**src/rtl/grid_plot_ctrl.sv**
```systemverilog
`timescale 1ns/1ps
// grid_plot_ctrl
// Drives the write port of a VGA adapter to render a GRID_SIZE x GRID_SIZE
// cell grid, each cell PIXEL_SIZE x PIXEL_SIZE VGA pixels. Three operations:
//   clear  : fill the whole grid area with colour 3'b000
//   cell   : paint one cell with a given colour
//   redraw : repaint every cell from image memory (nonzero word -> 3'b111)
//
// Ports
//   CLOCK_50                  clock, all state on the rising edge
//   resetn                    asynchronous active-low reset
//   clear_req/cell_req/redraw_req  level requests, sampled only when idle
//   cell_x, cell_y, cell_colour    cell operation arguments, latched on accept
//   mem_address / mem_rdata   image memory port (read data one cycle later)
//   clear_ack/cell_ack/redraw_ack  one-cycle acceptance pulses
//   busy                      high from the cycle after accept through done
//   done                      pulse on the final cycle of an operation
//   vga_x, vga_y, vga_colour, vga_plot  registered VGA write port
module grid_plot_ctrl #(
  parameter int GRID_SIZE     = 28,
  parameter int PIXEL_SIZE    = 4,
  parameter int GRID_OFFSET_X = 16,
  parameter int GRID_OFFSET_Y = 12
) (
  input  logic        CLOCK_50,
  input  logic        resetn,
  input  logic        clear_req,
  input  logic        cell_req,
  input  logic [4:0]  cell_x,
  input  logic [4:0]  cell_y,
  input  logic [2:0]  cell_colour,
  input  logic        redraw_req,
  output logic [15:0] mem_address,
  input  logic [31:0] mem_rdata,
  output logic        clear_ack,
  output logic        cell_ack,
  output logic        redraw_ack,
  output logic        busy,
  output logic        done,
  output logic [7:0]  vga_x,
  output logic [6:0]  vga_y,
  output logic [2:0]  vga_colour,
  output logic        vga_plot
);

  typedef enum logic [2:0] {
    S_IDLE, S_CLEAR, S_CELL, S_FETCH, S_WAIT, S_PAINT
  } state_t;

  localparam logic [9:0]  PIX_LAST  = 10'(PIXEL_SIZE - 1);
  localparam logic [9:0]  AREA_LAST = 10'(GRID_SIZE * PIXEL_SIZE - 1);
  localparam logic [9:0]  GRID_LIM  = 10'(GRID_SIZE);
  localparam logic [9:0]  GRID_LAST = 10'(GRID_SIZE - 1);
  localparam logic [15:0] CELL_LAST = 16'(GRID_SIZE * GRID_SIZE - 1);

  state_t      state_q, state_nx;
  logic [9:0]  px_q, px_nx, py_q, py_nx;   // pixel offset within area / cell
  logic [9:0]  cx_q, cx_nx, cy_q, cy_nx;   // current cell coordinates
  logic [15:0] idx_q, idx_nx;              // redraw cell index (row-major)
  logic [2:0]  col_q, col_nx;              // colour of the cell being drawn

  logic        plot_nx, done_nx, busy_nx;
  logic [7:0]  x_nx;
  logic [6:0]  y_nx;
  logic [2:0]  colour_nx;
  logic [15:0] addr_nx;

  logic        pix_last, cell_bad;
  logic        pix_last_nx, cell_bad_nx;
  int          x_full, y_full;

  // Acks are combinational so they land in the accepting idle cycle itself;
  // gating with resetn keeps them low while reset is held with a request up.
  assign clear_ack  = resetn && (state_q == S_IDLE) && clear_req;
  assign cell_ack   = resetn && (state_q == S_IDLE) && !clear_req && cell_req;
  assign redraw_ack = resetn && (state_q == S_IDLE) && !clear_req && !cell_req
                      && redraw_req;

  assign pix_last = (px_q == PIX_LAST) && (py_q == PIX_LAST);
  assign cell_bad = (cx_q >= GRID_LIM) || (cy_q >= GRID_LIM);

  // Next-state and counter update
  always_comb begin
    state_nx = state_q;
    px_nx    = px_q;
    py_nx    = py_q;
    cx_nx    = cx_q;
    cy_nx    = cy_q;
    idx_nx   = idx_q;
    col_nx   = col_q;
    case (state_q)
      S_IDLE: begin
        if (clear_req) begin
          state_nx = S_CLEAR;
          px_nx    = '0;
          py_nx    = '0;
        end else if (cell_req) begin
          state_nx = S_CELL;
          px_nx    = '0;
          py_nx    = '0;
          cx_nx    = 10'(cell_x);
          cy_nx    = 10'(cell_y);
          col_nx   = cell_colour;
        end else if (redraw_req) begin
          state_nx = S_FETCH;
          idx_nx   = '0;
          cx_nx    = '0;
          cy_nx    = '0;
        end
      end
      S_CLEAR: begin
        if (px_q == AREA_LAST) begin
          px_nx = '0;
          if (py_q == AREA_LAST) state_nx = S_IDLE;
          else                   py_nx    = py_q + 10'd1;
        end else begin
          px_nx = px_q + 10'd1;
        end
      end
      S_CELL: begin
        // An out-of-range cell was acked but plots nothing: one cycle here.
        if (cell_bad || pix_last) begin
          state_nx = S_IDLE;
        end else if (px_q == PIX_LAST) begin
          px_nx = '0;
          py_nx = py_q + 10'd1;
        end else begin
          px_nx = px_q + 10'd1;
        end
      end
      S_FETCH: state_nx = S_WAIT;
      S_WAIT: begin
        state_nx = S_PAINT;
        px_nx    = '0;
        py_nx    = '0;
        col_nx   = (mem_rdata != 32'd0) ? 3'b111 : 3'b000;
      end
      S_PAINT: begin
        if (pix_last) begin
          if (idx_q == CELL_LAST) begin
            state_nx = S_IDLE;
          end else begin
            state_nx = S_FETCH;
            idx_nx   = idx_q + 16'd1;
            if (cx_q == GRID_LAST) begin
              cx_nx = '0;
              cy_nx = cy_q + 10'd1;
            end else begin
              cx_nx = cx_q + 10'd1;
            end
          end
        end else if (px_q == PIX_LAST) begin
          px_nx = '0;
          py_nx = py_q + 10'd1;
        end else begin
          px_nx = px_q + 10'd1;
        end
      end
      default: state_nx = S_IDLE;
    endcase
  end

  // Output values for the cycle being entered, so the VGA port registers
  // line up with the state that produces them.
  always_comb begin
    pix_last_nx = (px_nx == PIX_LAST) && (py_nx == PIX_LAST);
    cell_bad_nx = (cx_nx >= GRID_LIM) || (cy_nx >= GRID_LIM);
    plot_nx     = 1'b0;
    done_nx     = 1'b0;
    busy_nx     = (state_nx != S_IDLE);
    colour_nx   = col_nx;
    addr_nx     = mem_address;
    x_full      = GRID_OFFSET_X + int'(cx_nx) * PIXEL_SIZE + int'(px_nx);
    y_full      = GRID_OFFSET_Y + int'(cy_nx) * PIXEL_SIZE + int'(py_nx);
    case (state_nx)
      S_CLEAR: begin
        x_full    = GRID_OFFSET_X + int'(px_nx);
        y_full    = GRID_OFFSET_Y + int'(py_nx);
        colour_nx = 3'b000;
        plot_nx   = 1'b1;
        done_nx   = (px_nx == AREA_LAST) && (py_nx == AREA_LAST);
      end
      S_CELL: begin
        plot_nx = !cell_bad_nx;
        done_nx = cell_bad_nx || pix_last_nx;
      end
      S_FETCH: addr_nx = idx_nx;
      S_PAINT: begin
        plot_nx = 1'b1;
        done_nx = pix_last_nx && (idx_nx == CELL_LAST);
      end
      default: ;
    endcase
    // Truncation to the adapter widths happens only here.
    x_nx = 8'(x_full);
    y_nx = 7'(y_full);
  end

  always_ff @(posedge CLOCK_50 or negedge resetn) begin
    if (!resetn) begin
      state_q     <= S_IDLE;
      px_q        <= '0;
      py_q        <= '0;
      cx_q        <= '0;
      cy_q        <= '0;
      idx_q       <= '0;
      col_q       <= '0;
      vga_plot    <= 1'b0;
      vga_x       <= '0;
      vga_y       <= '0;
      vga_colour  <= '0;
      done        <= 1'b0;
      busy        <= 1'b0;
      mem_address <= '0;
    end else begin
      state_q     <= state_nx;
      px_q        <= px_nx;
      py_q        <= py_nx;
      cx_q        <= cx_nx;
      cy_q        <= cy_nx;
      idx_q       <= idx_nx;
      col_q       <= col_nx;
      vga_plot    <= plot_nx;
      vga_x       <= x_nx;
      vga_y       <= y_nx;
      vga_colour  <= colour_nx;
      done        <= done_nx;
      busy        <= busy_nx;
      mem_address <= addr_nx;
    end
  end

endmodule

```
**config.mk**
```make
export PLATFORM = sky130hd
export DESIGN_NAME = grid_plot_ctrl
export DESIGN_NICKNAME = d
export VERILOG_FILES = /design/src/rtl/grid_plot_ctrl.sv
export SDC_FILE = /design/constraint.sdc
export NUM_CORES = 1
export LEC_CHECK = 0
export ABC_AREA = 1
export BUFFER_PORTS_ARGS = -buffer_cell sky130_fd_sc_hd__buf_2
export CAP_MARGIN = 10
export CORE_MARGIN = 5
export CORE_UTILIZATION = 57
export CTS_CLUSTER_DIAMETER = 120
export DETAILED_ROUTE_END_ITERATION = 8
export GPL_ROUTABILITY_DRIVEN = 1
export PLACE_DENSITY_LB_ADDON = 0.15
export RECOVER_POWER = 100
export SLEW_MARGIN = 20
export SYNTH_ARGS = -nofsm -noshare
export SYNTH_HDL_FRONTEND = slang
export SYNTH_SLANG_ARGS = --single-unit
```
**constraint.sdc**
```tcl
create_clock -name CLOCK_50 -period 4.46 [get_ports CLOCK_50]
set_clock_uncertainty 0.05 [all_clocks]
set_input_delay 0.669 -clock CLOCK_50 [delete_from_list [all_inputs] [get_ports CLOCK_50]]
set_output_delay 0.669 -clock CLOCK_50 [all_outputs]
set_load 0.02 [all_outputs]
```
==> impl_metrics.tcl, run 1 <==
set metrics [dict create \
    status "complete, but fails checks" \
    violations "capacitance limit, slew limit" \
    clkSinkCount 95 \
    worst_setup_path_start_kind "flop" \
    crit_path_max_incr_delay_ns 0.46 \
    p_leak_uw 0.00426 \
    yosysMostFrequentCell "nand2_1" \
    cts.clk_slew.worst_paths_ns 0.07 \
    hold_viol_final 0 \
    holdBufCountCts 0 \
    first_iter_violations 536 \
    drive_gt1_share_pct 10.8 \
    n_antenna_cell 0 \
    vias_per_cell 5.46 \
    synth_area_um2 7220 \
    netlist_instances 1049 \
    grt_usage_pct 29.5 \
    initial_core_util_pct 57.7 \
    cts_buffers 9 \
    cts_root_buf "clkbuf_16" \
    relSlewSlack_pct -19.3 \
    fin_crit_sh_pct 93.7 \
    dr.pass1.iters 6 \
    grt_pass1_vias 6819 \
    ios 90 \
    grt_pass1_wl_um 34500 \
    crit_chain "nor2_1 -> nand2_1 -> inv_1 -> nor2_1 -> inv_2 -> nand2_4 -> inv_2 -> o21ai_0 -> or2_0 -> inv_1 -> ha_1 -> fa_1 -> o21ai_0 -> xnor2_1 -> xnor2_1 -> nand2_1 -> nand2_1 -> xor2_1 -> inv_1" \
    crit_type "reg -> reg" \
    nFillCells 1263 \
    die_x_um 123 \
    port_buffers 89 \
    place_ws_ns 0.472 \
    hold_path_class "reg -> reg" \
    worst-path-stages 19 \
    end_kind "flop" \
    globalRouteOverflowTotal 0 \
    synth_area_leaders "dfrtp_1 (33%), nand2_1 (16%), inv_1 (7.3%), nand3_1 (5.9%), ha_1 (5.0%)" \
    syn2layout_area_growth_pct 10.3 \
    cp.arrival_ns 4.37 \
    finalSetupViolCount 0 \
    ant_nets 0 \
    cts_buffer_depth 2 \
    cts_resized 0 \
    clock_latency_ns 0.36 \
    hold_path_depth 2 \
    dieArea_um2 15000 \
    place_hpwl_um 16700 \
    synth_seq_area_share_pct 32.9 \
    drc 0 \
    drv_cap 1 \
    place_congestion 0.935 \
    multi_input_comb_area_um2 4020 \
    ir_worst_vdd_v 0.000127 \
    worst_pin_slew_ns 1.79 \
    setup_slack_ns 0.282 \
    syn_avg_cell_area_um2 6.88 \
    p_per_area_nw_per_um2 210 \
    seq_area_um2 2380 \
    synth_nets 1130 \
    cts_setup_buffers 0 \
    critical_path.top_delay_family "simple AND/OR/NAND/NOR gates" \
    drt-total-wl_um 21300 \
    tns_ns 0 \
    r2r_cells 19 \
    fin_crit_ns 4.18 \
    antenna_found_initial 0 \
    slowest_stage "fa_1" \
    netlist.area_leader.share_pct 32.9 \
    yosysWarnings 0 \
    synth_edf_count 0 \
    ys_ff_latch 95 \
    cts_tree "yes" \
    grt_max_degree 72 \
    wl_per_cell_um 16.2 \
    fmax_ghz 0.239 \
    fp.dieH_um 123 \
    async_flop_share_pct 100 \
    nets 1221 \
    htreeDepth 3 \
    crit_required_ns 4.65 \
    ys.flop_type "dfrtp_1" \
    core_area_um2 12500 \
    path_buf_inv 5 \
    synth_cell_type_count 44 \
    synth_top_area_cell "dfrtp_1" \
    cp_max_fo 9 \
    drv_slew 72 \
    synth_common_cells "nand2_1 (302), inv_1 (140), nor2_1 (96)" \
    via_count 7188 \
    rsz0062_at_grt "no" \
    rows 41 \
]
## final cells by class
cell class,count,share of cell area (%)
Timing Repair Buffer,98,5.62
Multi-Input combinational cell,773,50.5
Tap cell,172,2.70
Clock inverter,7,0.770
Sequential cell,95,29.9
Clock buffer,9,2.83
Inverter,163,7.71
## flip-flops by register name (all words and copies together), names as in the netlist, 5 cells and up
| signal | count |
|---|---|
| cx_q | 10 |
| cy_q | 10 |
| idx_q | 16 |
| mem_address | 16 |
| px_q | 10 |
| py_q | 10 |
| vga_x | 6 |
| vga_y | 5 |
## worst paths after layout
path / start / endpoint / slack (ns)
min in group asynchronous: resetn / mem_address[10]$_DFFE_PN0N_ / 0.58
worst max register to register: state_q[1]$_DFF_PN0_ / vga_x[7]$_DFF_PN0_ / 0.28
worst max-delay path: state_q[1]$_DFF_PN0_ / vga_x[7]$_DFF_PN0_ / 0.28
max in group asynchronous: resetn / cx_q[2]$_DFF_PN0_ / 1.33
worst min-delay path: mem_address[8]$_DFFE_PN0N_ / mem_address[8]$_DFFE_PN0N_ / 0.44
worst min register to register: mem_address[8]$_DFFE_PN0N_ / mem_address[8]$_DFFE_PN0N_ / 0.44
## through the flow
stage                     util, %  hold slack, ns  power, µW  instances  instance area, µm²
after floorplan                 -           0.323        883       1049                7220
after global placement       62.6           0.409        925       1301                7840
after detailed placement     62.6           0.419        926       1301                7840
after CTS                    64.9           0.168       1690       1317                8120
after global routing         63.6           0.458       1730       1317                7960
final                        63.6           0.436       1680       1317                7960
## layout by cell type, fill, tap and decap left out, types with 17 or more instances in the layout
| master | synthesis | layout |
|---|---|---|
| a21oi_1 | 25 | 25 |
| clkbuf_1 | 2 | 44 |
| ha_1 | 29 | 29 |
| nand4_1 | 24 | 24 |
| o21ai_0 | 50 | 54 |
| nand2_1 | 302 | 308 |
| nor2_1 | 96 | 106 |
| nand3_1 | 85 | 89 |
| buf_2 | 9 | 48 |
| nor3_1 | 15 | 17 |
| inv_1 | 140 | 147 |
| dfrtp_1 | 95 | 95 |
## per-layer routing
layer  part of all wire [%]  vias to the layer above  GRT usage [%]
met2                     50                      204           49.8
met4                    2.8                        0           11.0
met5                      0                        -              0
met1                     43                     3401           39.1
met3                    5.0                       40           3.41
li1                       -                     3543              -
## tightest hold or removal path, stage by stage, from the launching register on
cell     delay, ns
dfrtp_1       0.35
nand2_1       0.05
nand2_1       0.05
## where the power goes
| group | leakage (µW) | total (µW) | internal (µW) | switching [µW] |
|---|---|---|---|---|
| Clock | 0.000141 | 768 | 390 | 378 |
| Combinational | 0.00309 | 46.9 | 16.7 | 30.1 |
| Sequential | 0.00103 | 861 | 861 | 0.0000000140 |
## logic make-up after synthesis
kind of cell | count (synthesis) | share of synthesized area, %
flip-flops | 95 | 32.9
AO/OA/AOI/OAI | 118 | 9.41
adder cells (fa/ha/maj) | 31 | 5.58
AND/OR/NAND/NOR | 602 | 39.3
XOR/XNOR | 22 | 2.67
buffers and inverters | 181 | 10.1
Note: power is estimated with default switching activity, not from simulation.
==> run 2, diff against run 1 <==
==> constraint.sdc (replaced) <==
create_clock -name CLOCK_50 -period 3.9 [get_ports CLOCK_50]
set_clock_uncertainty 0.05 [all_clocks]
set_input_delay 0.585 -clock CLOCK_50 [delete_from_list [all_inputs] [get_ports CLOCK_50]]
set_output_delay 0.585 -clock CLOCK_50 [all_outputs]
set_load 0.02 [all_outputs]
==> run 2 against run 1 <==
The run still ends with capacitance limit, slew limit left. Routed wire length fell by 0.83%. Design area increased by 3.4%. Register-to-register slack lost 0.02 ns. Final cell count is 1.5% higher. Global-route usage shrank 0.27 points. Via count up 0.85%. Largest cell class unchanged. Highest routed layer unchanged.
==> impl_metrics.tcl, run 2 (synthesized netlist as in run 1, its figures left out) <==
set metrics [dict create \
    status "complete, but fails checks" \
    violations "capacitance limit, slew limit" \
    crit_type "reg -> reg" \
    critPathLaunch "py_q[0]$_DFF_PN0_" \
    fmax_ghz 0.275 \
    clock_latency_ns 0.36 \
    ir_worst_vdd_v 0.000176 \
    syn2layout_area_growth_pct 14.0 \
    nets 1241 \
    r2r_end "vga_x[7]$_DFF_PN0_" \
    fin_cells 1337 \
    worstSetupEndpoint "vga_x[7]$_DFF_PN0_" \
    swShare_pct 24.9 \
    hold_path_class "in -> reg" \
    p_comb_share_pct 2.8 \
    rows 41 \
    drv_slew 99 \
    hold_path_depth 3 \
    drv_cap 2 \
    port_buffers 89 \
    wl_per_cell_um 15.8 \
    p_leak_uw 0.00439 \
    nFillCells 1216 \
    seq_area_um2 2380 \
    first_iter_violations 623 \
    grt_usage_pct 29.3 \
    r2r_cells 22 \
    hold_viol_final 0 \
    relSlewSlack_pct -13.1 \
    core_area_um2 12500 \
    die_x_um 123 \
    place_congestion 0.991 \
    p_per_area_nw_per_um2 236 \
    pwr-share-seq_pct 50.7 \
    r2r-start "py_q[0]$_DFF_PN0_" \
    antenna_found_initial 0 \
    ios 90 \
    dieArea_um2 15000 \
    place_area_um2 7950 \
    finalSetupViolCount 0 \
    clkSinkCount 95 \
    grt_pass1_wl_um 34100 \
    final_common_cell "nand2_1" \
    clockPowerShare_pct 46.5 \
    cts_buffer_depth 2 \
    n_antenna_cell 0 \
    initial_core_util_pct 57.7 \
    stdcell_area_um2 8230 \
    vias_per_cell 5.42 \
    reg_top3 "idx_q x16, mem_address x16" \
    cp_max_fo 7 \
    ant_nets 0 \
    multi_input_comb_area_um2 4130 \
    globalRouteOverflowTotal 0 \
    dr.pass1.iters 5 \
    worst_setup_path_start_kind "flop" \
    internal_power_uw 1460 \
    mostFrequentLayoutCells "nand2_1 (303), inv_1 (141), nor2_1 (95), dfrtp_1 (95), nand3_1 (86)" \
    switchingPower_uw 483 \
    drc 0 \
    fin_crit_sh_pct 93.3 \
    cts.clk_slew.worst_paths_ns 0.07 \
    drt-total-wl_um 21100 \
    end_kind "flop" \
    dpl.cell_count 1316 \
    cp.arrival_ns 3.83 \
    place_hpwl_um 16700 \
    grt_pass1_vias 6743 \
    fin_crit_ns 3.64 \
    cts_root_buf "clkbuf_16" \
    cts_buffers 9 \
    crit_required_ns 4.10 \
    via_count 7249 \
    cts_tree "yes" \
    fp.dieH_um 123 \
    r2r_setup_slack_ns 0.26 \
    drive_gt1_share_pct 15.3 \
    grt_max_degree 69 \
    htreeDepth 3 \
    worst_pin_slew_ns 1.70 \
]
run 2: changes by cell type in the layout (fill, tap and decap cells not counted), moves of 3 or more:
cell     change
buf_2        +4
inv_1        -6
nand2_2      +3
nand2_1      -5
nand3_1      -3
inv_2        +7
nor2_2      +10
buf_4       +18
nor2_1      -11
nand3_2      +3
o21ai_1      +5
o21ai_0      -7
run 2: worst max-delay path: stages, from the launching register on:
cell     delay [ns]
dfrtp_1        0.41
ha_4           0.18
inv_1          0.06
nor2_1         0.11
nand3_2        0.09
nor2_4         0.22
nand2_4        0.10
nand2_4        0.13
nand2_1        0.07
nand3_1        0.06
nand4_1        0.09
nor2_2         0.19
inv_1          0.14
ha_1           0.32
ha_1           0.33
a21oi_1        0.21
o21ai_2        0.09
xnor2_1        0.17
xnor2_1        0.14
nand2_1        0.07
nand2_1        0.08
xor2_1         0.16
inv_1          0.06
run 2: layer usage:
metal  GRT usage [%]  routed length [µm]  part of all wire (%)  vias up
li1                -                   -                     -     3592
met1            39.8                9210                    44     3358
met2            48.2               10200                    48      255
met3            3.00                1160                   5.5       44
met4            11.3                 604                   2.9        0
met5               0                   0                     0        -
run 2: worst min-delay path by stage:
stage,from,to,slack [ns]
4_1_cts,resetn,mem_address[13]$_DFFE_PN0N_,0.1
6_report,cell_y[0],cy_q[0]$_DFF_PN0_,0.41
3_5_place_dp,mem_address[8]$_DFFE_PN0N_,mem_address[8]$_DFFE_PN0N_,0.42
2_1_floorplan,resetn,busy$_DFF_PN0_,0.24
5_1_grt,cell_y[0],cy_q[0]$_DFF_PN0_,0.42
3_3_place_gp,mem_address[4]$_DFFE_PN0N_,mem_address[4]$_DFFE_PN0N_,0.41
run 2: cell type report:
type,count,share of cell area (%)
Sequential cell,95,28.9
Tap cell,172,2.61
Timing Repair Buffer,118,7.23
Multi-Input combinational cell,773,50.2
Clock buffer,9,2.74
Inverter,163,7.46
Clock inverter,7,0.866
run 2: power by group through the flow:
| stage | clock (µW) | sequential [µW] | combinational (µW) |
|---|---|---|---|
| after global placement | 0 | 1000 | 55.0 |
| after floorplan | 0 | 1000 | 5.50 |
| after CTS | 911 | 984 | 56.0 |
| final | 902 | 984 | 53.9 |
| after detailed placement | 0 | 1000 | 55.8 |
| after global routing | 949 | 984 | 61.5 |
run 2: through the flow:
step	utilization (%)	power, µW	setup TNS [ns]	hold slack, ns	setup WS [ns]
after floorplan	-	1010	0	0.239	0.348
after global placement	63.5	1060	0	0.408	0.186
after detailed placement	63.5	1060	0	0.419	0.0551
after CTS	65.9	1950	0	0.0953	0.0134
after global routing	65.8	1990	-0.0361	0.424	-0.0361
final	65.8	1940	0	0.412	0.261
run 2: what timing repair did:
item	CTS	global route
buffers inserted	0	5
hold buffers	0	0
setup endpoints to repair	0	1
resized for setup	0	15
